===== config.mk =====
export PLATFORM = sky130hd
export DESIGN_NAME = lsu_align
export DESIGN_NICKNAME = d
export VERILOG_FILES = /design/src/rtl/lsu_align.sv
export SDC_FILE = /design/constraint.sdc
export NUM_CORES = 1
export LEC_CHECK = 0
export CAP_MARGIN = 20
export CORE_ASPECT_RATIO = 0.8
export CORE_MARGIN = 8
export CORE_UTILIZATION = 45
export CTS_CLUSTER_DIAMETER = 30
export CTS_CLUSTER_SIZE = 14
export DETAILED_ROUTE_END_ITERATION = 12
export GPL_ROUTABILITY_DRIVEN = 0
export PLACE_DENSITY = 0.75
export SETUP_SLACK_MARGIN = 0.15
export SYNTH_ARGS = -nofsm -noshare
export SYNTH_HDL_FRONTEND = slang
export SYNTH_SLANG_ARGS = --single-unit

===== constraint.sdc =====
create_clock -name CLK -period 5.77 [get_ports CLK]
set_clock_uncertainty 0.2 [all_clocks]
set_input_delay 1.154 -clock CLK [delete_from_list [all_inputs] [get_ports CLK]]
set_output_delay 1.154 -clock CLK [all_outputs]
set_load 0.01 [all_outputs]

===== src/rtl/lsu_align.sv =====
`timescale 1ns/1ps
// lsu_align: converts byte-addressed load/store requests into word accesses with
// byte enables and extends load data. Misaligned support: define LSU_MISALIGN_SPLIT_EN.
module lsu_align #(
   parameter int MEM_AW = 11,
   parameter int XLEN   = 32
) (
   input  logic              CLK,
   input  logic              reset,
   input  logic              req_valid,
   output logic              req_ready,
   input  logic              req_we,
   input  logic [2:0]        req_funct3,
   input  logic [XLEN-1:0]   req_addr,
   input  logic [XLEN-1:0]   req_wdata,
   output logic              resp_valid,
   output logic [XLEN-1:0]   resp_rdata,
   output logic              resp_err,
   output logic              mem_re,
   output logic              mem_we,
   output logic [MEM_AW-1:0] mem_addr,
   output logic [3:0]        mem_be,
   output logic [XLEN-1:0]   mem_wdata,
   input  logic [XLEN-1:0]   mem_rdata
);

   typedef enum logic [2:0] {IDLE, ACC0, ACC1, CAP, RESP} state_t;

   state_t              r_state;
   state_t              w_next;

   logic                r_we;
   logic [2:0]          r_f3;
   logic [1:0]          r_off;
   logic                r_split;
   logic [MEM_AW-1:0]   r_waddr;
   logic [XLEN-1:0]     r_wdata;
   logic [XLEN-1:0]     r_word0;
   logic [XLEN-1:0]     r_rdata;
   logic                r_err;

   logic                w_accept;
   logic [1:0]          w_off;
   logic [2:0]          w_size;
   logic                w_illegal;
   logic                w_misal;
   logic                w_split;
   logic                w_err;
   logic [3:0]          w_szmask;
   logic [7:0]          w_mask8;
   logic [2*XLEN-1:0]   w_wdata64;
   logic [2*XLEN-1:0]   w_rd64;
   logic [2*XLEN-1:0]   w_shift64;
   logic [XLEN-1:0]     w_raw;
   logic [XLEN-1:0]     w_ext;
   logic                w_unused;

   assign w_accept = req_valid && (r_state == IDLE);
   assign w_off    = req_addr[1:0];

   always_comb begin
      w_size = 3'd0;
      case (req_funct3[1:0])
         2'b00:   w_size = 3'd1;
         2'b01:   w_size = 3'd2;
         2'b10:   w_size = 3'd4;
         default: w_size = 3'd0;
      endcase
      w_illegal = (req_funct3[1:0] == 2'b11) || (req_funct3 == 3'b110) ||
                  (req_we && req_funct3[2]);
      w_misal   = ((req_funct3[1:0] == 2'b01) && w_off[0]) ||
                  ((req_funct3[1:0] == 2'b10) && (w_off != 2'b00));
      w_split   = ({2'b00, w_off} + {1'b0, w_size}) > 4'd4;
   end

`ifdef LSU_MISALIGN_SPLIT_EN
   assign w_err = w_illegal;
`else
   assign w_err = w_illegal || w_misal;
`endif

   // Lane placement: low half of the 8-lane window goes to word0, high half to word1.
   always_comb begin
      w_szmask = 4'b0000;
      case (r_f3[1:0])
         2'b00:   w_szmask = 4'b0001;
         2'b01:   w_szmask = 4'b0011;
         2'b10:   w_szmask = 4'b1111;
         default: w_szmask = 4'b0000;
      endcase
   end

   assign w_mask8   = {4'b0000, w_szmask} << r_off;
   assign w_wdata64 = {{XLEN{1'b0}}, r_wdata} << {r_off, 3'b000};

   assign w_rd64    = r_split ? {mem_rdata, r_word0} : {{XLEN{1'b0}}, mem_rdata};
   assign w_shift64 = w_rd64 >> {r_off, 3'b000};
   assign w_raw     = w_shift64[XLEN-1:0];

   always_comb begin
      w_ext = w_raw;
      case (r_f3)
         3'b000:  w_ext = {{(XLEN-8){w_raw[7]}}, w_raw[7:0]};
         3'b001:  w_ext = {{(XLEN-16){w_raw[15]}}, w_raw[15:0]};
         3'b100:  w_ext = {{(XLEN-8){1'b0}}, w_raw[7:0]};
         3'b101:  w_ext = {{(XLEN-16){1'b0}}, w_raw[15:0]};
         default: w_ext = w_raw;
      endcase
   end

   assign w_unused = ^{req_addr[XLEN-1:MEM_AW+2], w_shift64[2*XLEN-1:XLEN]};

   always_comb begin
      w_next = r_state;
      case (r_state)
         IDLE: if (req_valid) w_next = w_err ? RESP : ACC0;
         ACC0: begin
            if (r_split)   w_next = ACC1;
            else if (r_we) w_next = RESP;
            else           w_next = CAP;
         end
         ACC1:    w_next = r_we ? RESP : CAP;
         CAP:     w_next = RESP;
         RESP:    w_next = IDLE;
         default: w_next = IDLE;
      endcase
   end

   always_comb begin
      req_ready  = (r_state == IDLE);
      resp_valid = (r_state == RESP);
      mem_re     = 1'b0;
      mem_we     = 1'b0;
      mem_addr   = '0;
      mem_be     = '0;
      mem_wdata  = '0;
      case (r_state)
         ACC0: begin
            mem_re   = !r_we;
            mem_we   = r_we;
            mem_addr = r_waddr;
            if (r_we) begin
               mem_be    = w_mask8[3:0];
               mem_wdata = w_wdata64[XLEN-1:0];
            end
         end
         ACC1: begin
            mem_re   = !r_we;
            mem_we   = r_we;
            mem_addr = r_waddr + MEM_AW'(1);
            if (r_we) begin
               mem_be    = w_mask8[7:4];
               mem_wdata = w_wdata64[2*XLEN-1:XLEN];
            end
         end
         default: ;
      endcase
   end

   always_ff @(posedge CLK or posedge reset) begin
      if (reset) begin
         r_state <= IDLE;
         r_we    <= 1'b0;
         r_f3    <= '0;
         r_off   <= '0;
         r_split <= 1'b0;
         r_waddr <= '0;
         r_wdata <= '0;
         r_word0 <= '0;
         r_rdata <= '0;
         r_err   <= 1'b0;
      end else begin
         r_state <= w_next;
         if (w_accept) begin
            r_we    <= req_we;
            r_f3    <= req_funct3;
            r_off   <= w_off;
            r_split <= w_split;
            r_waddr <= req_addr[MEM_AW+1:2];
            r_wdata <= req_wdata;
         end
         if (r_state == ACC1) r_word0 <= mem_rdata;
         // Only the IDLE->RESP path is an error; stores report zero data.
         if (w_next == RESP) begin
            r_err   <= (r_state == IDLE);
            r_rdata <= (r_state == CAP) ? w_ext : '0;
         end
      end
   end

   assign resp_rdata = r_rdata;
   assign resp_err   = r_err;

endmodule


==> metrics.csv, run 1 <==
stage;metric;value;unit
synth;sequential fraction of the synthesis area;0.4118;
setup_path;Worst R2R End;resp_rdata[31]$_DFFE_PP0N_;
timing;Worst-Margin Slew;1.105;ns
placement;DP HPWL;15.11;mm
grt;GR Util All Layers;0.2210;
route;1st-pass router iterations;5;
clock_network;H-tree depth;4;
pwr;Worst VDD drop;0.0003234;V
timing;Final Hold Slack;0.2730;ns
placement;DP Worst Slack;1.564;ns
floorplan;IO Pins;187;
clock_network;Reg clk slew, reported paths;0.06;ns
clock_network;TritonCTS clock tree;done;
synth;top_reg_cell synth;dfrtp_1;
placement;PortBufs;167;
floorplan;die height;128.9;um
layout;P&R area growth vs syn;34.20;%
grt;pin count of the biggest net entering global routing;87;
setup_path;data arrival time of the critical path;3.35;ns
timing;Rel. slew slack;0.2631;
grt;first-pass GRT wire length;34.78;mm
synth;Synth top area share;0.4118;
synth;EDFF count, synth;0;
synth;Mapped Cells;762;
layout;# diodes;0;
setup_path;crit-path max FO;15;
route;Via density;5.629;
pwr;Pwr per Cell Area;536.2;nW/um2
timing;f_max;212.6;MHz
clock_network;CTS Buf Count;17;
min_path;WHS Endpoint;r_word0[30]$_DFFE_PP0P_;
synth;post-synth net total;873;
synth;post-synth top area cell;dfrtp_1;
synth;count of different cell masters after synthesis;51;
pwr;total power;5160;uW
clock_network;Clock Tree Buf Depth;2;
floorplan;Die Span X;157.1;um
route;Residual DRC;0;
timing;Final Max Slew Viols;0;
setup_path;Cell Chain, Critical Path;nor3b_2 > buf_4 > nand3_1 > nor2_1 > nand2_1 > o21ai_0 > clkdlybuf4s50_1;
min_path;hold path depth;2;
clock_network;Clock Sinks;118;
layout;nets@finish;1016;
synth;ranking of synthesized cells by area;dfrtp_1 41%, mux2i_1 10%, nand2_1 8.1%, mux2_2 7.2%, o21ai_0 3.6%;
setup_path;CP endpoint kind;output port;
setup_path;Critical Path RT;4.42;ns
floorplan;initial core utilization;0.4568;
timing;count of final hold-check violations;0;
grt;vias in the first global route;6171;
timing;unrepaired setup endpoints after global routing;false;
timing;Final setup viols;0;
setup_path;largest stage delay on the critical path;0.74;ns
setup_path;R2R Setup Slk;2.37;ns
grt;antenna violations before repair;0;
floorplan;Core ar.;15700;um2
synth;ys async rst share;1.000;
setup_path;path depth of the worst reg2reg path;5;
outcome;status;completed;
timing;setup ws final;1.066;ns
clock_network;Setup Buffers After CTS;0;
floorplan;Die ar.;20250;um2
clock_network;hold buffers post-CTS;0;
flow_run;Max Cap Viol;0;
min_path;Hold Path Class;flip-flop to flip-flop;
route;Post-Route WL;22.17;mm
timing;Period minus WS final;4.704;ns
setup_path;Crit Path Class;flip-flop to output port;
timing;crit share post-route;0.8153;
route;Final ANT Viol Nets;0;
setup_path;Slowest-stage cell, CP;nor2_1;
synth;Post-Syn Area;7171;um2
layout;utilization after layout;0.6130;
setup_path;launching element type of the critical path;flip-flop;
clock_network;Root Buffer;clkbuf_16;
setup_path;worst r2r src;r_off[0]$_DFFE_PP0P_;
floorplan;row cnt;41;
route;wire length per cell;19.57;um
synth;post-synthesis sequential element count;118;
min_path;hold path startpoint;r_word0[30]$_DFFE_PP0P_;
grt;gr ovfl total;0;
layout;share of cells above drive strength 1;0.1318;
timing;Setup TNS Final;0;ns
pwr;leakage power;0.004077;uW
clock_network;post-cts resize count;0;
route;Vias;6378;
clock_network;Clock Latency Late Sink;0.42;ns
route;DR iter-0 viols;531;
synth;Ys Warns;0;
synth;syn avg cell area;9.410;um2
[Yosys cell counts (4+ instances only)]
cell type,count
buf_6,4
a211o_1,7
nand2_1,155
mux2i_1,75
a21oi_1,38
o2bb2ai_1,24
xor2_1,4
nor2b_1,11
o21ai_0,52
buf_2,17
nand2b_1,4
nand3_1,7
mux4_2,7
buf_1,4
inv_1,13
a211oi_1,22
o22ai_1,11
and2_1,11
mux2_2,46
clkbuf_1,31
nor2_1,41
dfrtp_1,118
a31oi_1,11
o221a_2,7
ha_1,7
[layout make-up]
cell class | instances | area [um2]
Timing Repair Buffer | 180 | 1769
Inverter | 14 | 55.05
Sequential cell | 118 | 2959
Clock buffer | 20 | 456.7
Tap cell | 215 | 269.0
Clock inverter | 12 | 200.2
Fill cell | 1320 | 6075
Multi-Input combinational cell | 574 | 3914
[report_power, final]
group	switching (uW)	internal, uW	total, uW	leakage (uW)
logic	1210	1160	2370	0.00229
registers	433	1180	1610	0.00147
clock network	391	788	1180	0.000312
total	2040	3130	5160	0.00408
[critical path, delay by kind of cell, from the launching register on]
family | cells | cell delay, ns
DFF | 1 | 0.51
and+or+nand+nor | 4 | 1.47
AOI/OAI and AO/OA | 1 | 0.12
buffers and inverters | 2 | 0.81
[worst max path at each step]
stage / startpoint / to / cells past startpoint
6_report: r_state[0]$_DFF_PP0_ / mem_wdata[2] / 7
5_1_grt: r_state[0]$_DFF_PP0_ / mem_wdata[2] / 7
4_1_cts: r_state[0]$_DFF_PP0_ / mem_wdata[2] / 7
3_5_place_dp: r_state[0]$_DFF_PP0_ / mem_wdata[2] / 7
3_3_place_gp: r_state[0]$_DFF_PP0_ / mem_wdata[3] / 7
2_1_floorplan: reset / r_f3[0]$_DFFE_PP0P_ / 1
[flip-flops by register name (all words and copies together), names as in the netlist]
register    count
r_f3            3
r_off           2
r_split         1
r_state         3
r_waddr        11
r_wdata        32
r_we            1
r_word0        32
resp_err        1
resp_rdata     32
[through the flow]
stage          area [um2]  std cells
6_report             9623       1133
2_1_floorplan        7171        762
5_1_grt              9623       1133
4_1_cts              9615       1132
3_5_place_dp         8959       1100
3_3_place_gp         8959       1100
[cell families after synthesis]
kind of cell,Yosys count,share of synthesized area
AOI/OAI and AO/OA,185,0.1733
xor gates and xnor gates,5,0.006107
adders and majority gates,8,0.01501
buffers and inverters,70,0.04380
DFF,118,0.4118
muxes,128,0.1989
and+or+nand+nor,248,0.1511
[layout by cell type (no fill, tap or decap), types with 2 or more instances in the layout]
cell type / instances
clkdlybuf4s50_1: 167
nand2_1: 155
dfrtp_1: 115
mux2i_1: 75
o21ai_0: 52
mux2_2: 46
nor2_1: 40
a21oi_1: 38
o2bb2ai_1: 24
a211oi_1: 22
clkbuf_16: 17
buf_4: 13
inv_1: 12
nor2b_1: 11
a31oi_1: 11
o22ai_1: 11
and2_1: 10
mux4_2: 7
a211o_1: 7
nand3_1: 7
o221a_2: 7
ha_1: 7
bufinv_16: 5
nand2b_1: 4
xor2_1: 4
nor3_1: 3
and3_1: 3
clkinvlp_4: 3
nor2_2: 2
nand3b_1: 2
a22oi_1: 2
nor3b_2: 2
a22o_1: 2
clkinv_2: 2
clkinv_4: 2
clkbuf_8: 2
dfrtp_2: 2
[layer usage]
| layer | up-vias | GRT usage | wire length (um) |
|---|---|---|---|
| met5 | - | 0 | 0 |
| met4 | 0 | 0.05587 | 205 |
| met3 | 18 | 0.09216 | 2239 |
| met2 | 229 | 0.3191 | 9650 |
| met1 | 3123 | 0.3008 | 10080 |
| li1 | 3008 | - | - |
No activity file was read; power rests on OpenSTA's default activity.
==> inputs of run 2 (changes only) <==
- clock period: 5.77 -> 4.8 ns (I/O delays scaled with it)
==> metrics.csv, run 2 (synthesized netlist as in run 1, its figures left out) <==
stage;metric;value;unit;change
setup_path;largest stage delay on the critical path;0.89;ns;+0.15 ns
timing;unrepaired setup endpoints after global routing;false;;
setup_path;delay-heaviest family, CP;simple AND/OR/NAND/NOR gates;;
timing;Final Max Slew Viols;0;;unchanged
clock_network;CTS Buf Count;17;;unchanged
clock_network;hold buffers post-CTS;0;;unchanged
route;Final ANT Viol Nets;0;;unchanged
timing;Final setup viols;0;;unchanged
layout;commonest non-fill, non-tap cell in the layout;clkdlybuf4s50_1;;
clock_network;Setup Buffers After CTS;0;;unchanged
clock_network;TritonCTS clock tree;done;;
placement;placed cell area;8986;um2;+0.31%
layout;share of cells above drive strength 1;0.1348;;+0.002974
timing;setup ws final;0.6198;ns;-0.4461 ns
setup_path;path depth of the worst reg2reg path;5;;unchanged
timing;f_max;239.2;MHz;
grt;pin count of the biggest net entering global routing;72;;-17%
setup_path;R2R Setup Slk;1.77;ns;-0.60 ns
setup_path;launching element type of the critical path;flip-flop;;
timing;Setup TNS Final;0;ns;unchanged
clock_network;H-tree depth;4;;unchanged
min_path;Hold Path Class;flip-flop to flip-flop;;
clock_network;Clock Latency Late Sink;0.42;ns;about the same
route;Residual DRC;0;;unchanged
pwr;Comb pwr share;0.466;;+0.007
pwr;clock power share;0.216;;-0.012
floorplan;Core ar.;15700;um2;unchanged
layout;# diodes;0;;unchanged
outcome;status;completed;;
grt;vias in the first global route;6118;;-0.86%
timing;count of final hold-check violations;0;;unchanged
setup_path;Cell Chain, Critical Path;nor2b_1 > a22oi_1 > o21ai_0 > clkdlybuf4s50_1;;
route;Post-Route WL;22.24;mm;+0.29%
timing;Rel. slew slack;0.3197;;+0.05658
route;DR iter-0 viols;467;;-12%
floorplan;row cnt;41;;unchanged
route;wire length per cell;19.59;um;+0.11%
clock_network;Root Buffer;clkbuf_16;;
layout;Fillers;1364;;+3.3%
floorplan;die height;128.9;um;unchanged
placement;DP Worst Slack;1.038;ns;-0.5259 ns
pwr;Worst VDD drop;0.0004030;V;+25%
setup_path;Critical Path RT;3.64;ns;-0.78 ns
grt;first-pass GRT wire length;34.55;mm;-0.66%
placement;PortBufs;167;;unchanged
pwr;Sw Ratio;0.4039;;+0.009539
timing;Final Hold Slack;0.2734;ns;+0.0004940 ns
route;Vias;6405;;+0.42%
grt;GR Util All Layers;0.2208;;-0.0002400
timing;Worst-Margin Slew;1.021;ns;-0.08488 ns
grt;gr ovfl total;0;;unchanged
setup_path;CP endpoint kind;output port;;
layout;Multi-input gate area;3914;um2;unchanged
pwr;Reg power frac;0.318;;+0.005
grt;antenna violations before repair;0;;unchanged
layout;nets@finish;1018;;+0.20%
layout;FF+latch area;2959;um2;unchanged
layout;post-route cell area;9599;um2;-0.25%
pwr;leakage power;0.004056;uW;-0.52%
floorplan;Die ar.;20250;um2;unchanged
floorplan;initial core utilization;0.4568;;unchanged
setup_path;Slowest-stage cell, CP;nor2b_1;;
route;Via density;5.643;;+0.25%
setup_path;Crit Path Class;flip-flop to output port;;
route;1st-pass router iterations;5;;unchanged
clock_network;post-cts resize count;0;;unchanged
placement;DP HPWL;15.27;mm;+1.1%
clock_network;Clock Sinks;118;;unchanged
clock_network;Clock Tree Buf Depth;2;;unchanged
setup_path;data arrival time of the critical path;3.02;ns;-0.33 ns
min_path;hold path depth;2;;unchanged
floorplan;IO Pins;187;;unchanged
setup_path;CP Depth;4;;-3
pwr;P_sw;2457;uW;+21%
pwr;Pwr per Cell Area;633.8;nW/um2;+18%
setup_path;buffers and inverters on the worst path;1;;-1
layout;P&R area growth vs syn;33.87;%;
layout;most frequent cells in the layout;167 x clkdlybuf4s50_1, 155 x nand2_1, 115 x dfrtp_1;;
timing;Period minus WS final;4.180;ns;
pwr;Pint;3626;uW;+16%
timing;crit share post-route;0.8709;;
setup_path;crit-path max FO;31;;+16
clock_network;Reg clk slew, reported paths;0.06;ns;about the same
flow_run;Max Cap Viol;0;;unchanged
floorplan;Die Span X;157.1;um;unchanged
## run 2: cell count changes in the layout (fill, tap and decap cells not counted), sizes merged
| cell | change |
|---|---|
| clkbuf | -3 |
| clkinvlp | +3 |
| buf | +2 |
| bufinv | -2 |
| inv | +2 |
## run 2: worst paths after layout
| check | start | endpoint |
|---|---|---|
| min in group asynchronous | reset | r_word0[0]$_DFFE_PP0P_ |
| min | r_word0[17]$_DFFE_PP0P_ | r_word0[17]$_DFFE_PP0P_ |
| max in group asynchronous | reset | r_wdata[2]$_DFFE_PP0P_ |
| min reg2reg | r_word0[17]$_DFFE_PP0P_ | r_word0[17]$_DFFE_PP0P_ |
| max | r_off[1]$_DFFE_PP0P_ | mem_be[2] |
| max reg2reg | r_off[1]$_DFFE_PP0P_ | resp_rdata[18]$_DFFE_PP0N_ |
## run 2: area by class of cell
cell class,count,share of cell area
Inverter,14,0.005735
Clock inverter,15,0.01877
Sequential cell,118,0.3083
Clock buffer,17,0.04432
Timing Repair Buffer,182,0.1872
Tap cell,215,0.02802
Multi-Input combinational cell,574,0.4077
## run 2: power by group through the flow
stage / logic (uW) / clock network [uW] / registers (uW)
6_report: 2840 / 1310 / 1940
5_1_grt: 3110 / 1380 / 2010
4_1_cts: 2830 / 1330 / 1920
3_5_place_dp: 2810 / 0 / 1930
3_3_place_gp: 2760 / 0 / 1920
2_1_floorplan: 2090 / 0 / 1700
## run 2: per-layer routing
layer | vias to the layer above | GRT usage | wire length [um]
met5 | - | 0 | 0
met4 | 0 | 0.05307 | 303
met3 | 33 | 0.07440 | 2076
met2 | 245 | 0.3245 | 9595
met1 | 3117 | 0.3078 | 10260
li1 | 3010 | - | -
## run 2: tightest hold or removal path, cell delays in order (launching register included)
cell and delay (ns):
dfrtp_1 0.34, nand2_1 0.05, nand2_1 0.06
## run 2: stage by stage
stage	util	cells	total power, uW
floorplan	-	762	3793
global placement	0.5725	1102	4687
finish	0.6115	1135	6084
detailed placement	0.5725	1102	4738
CTS	0.6110	1134	6082
global route	0.6115	1135	6496
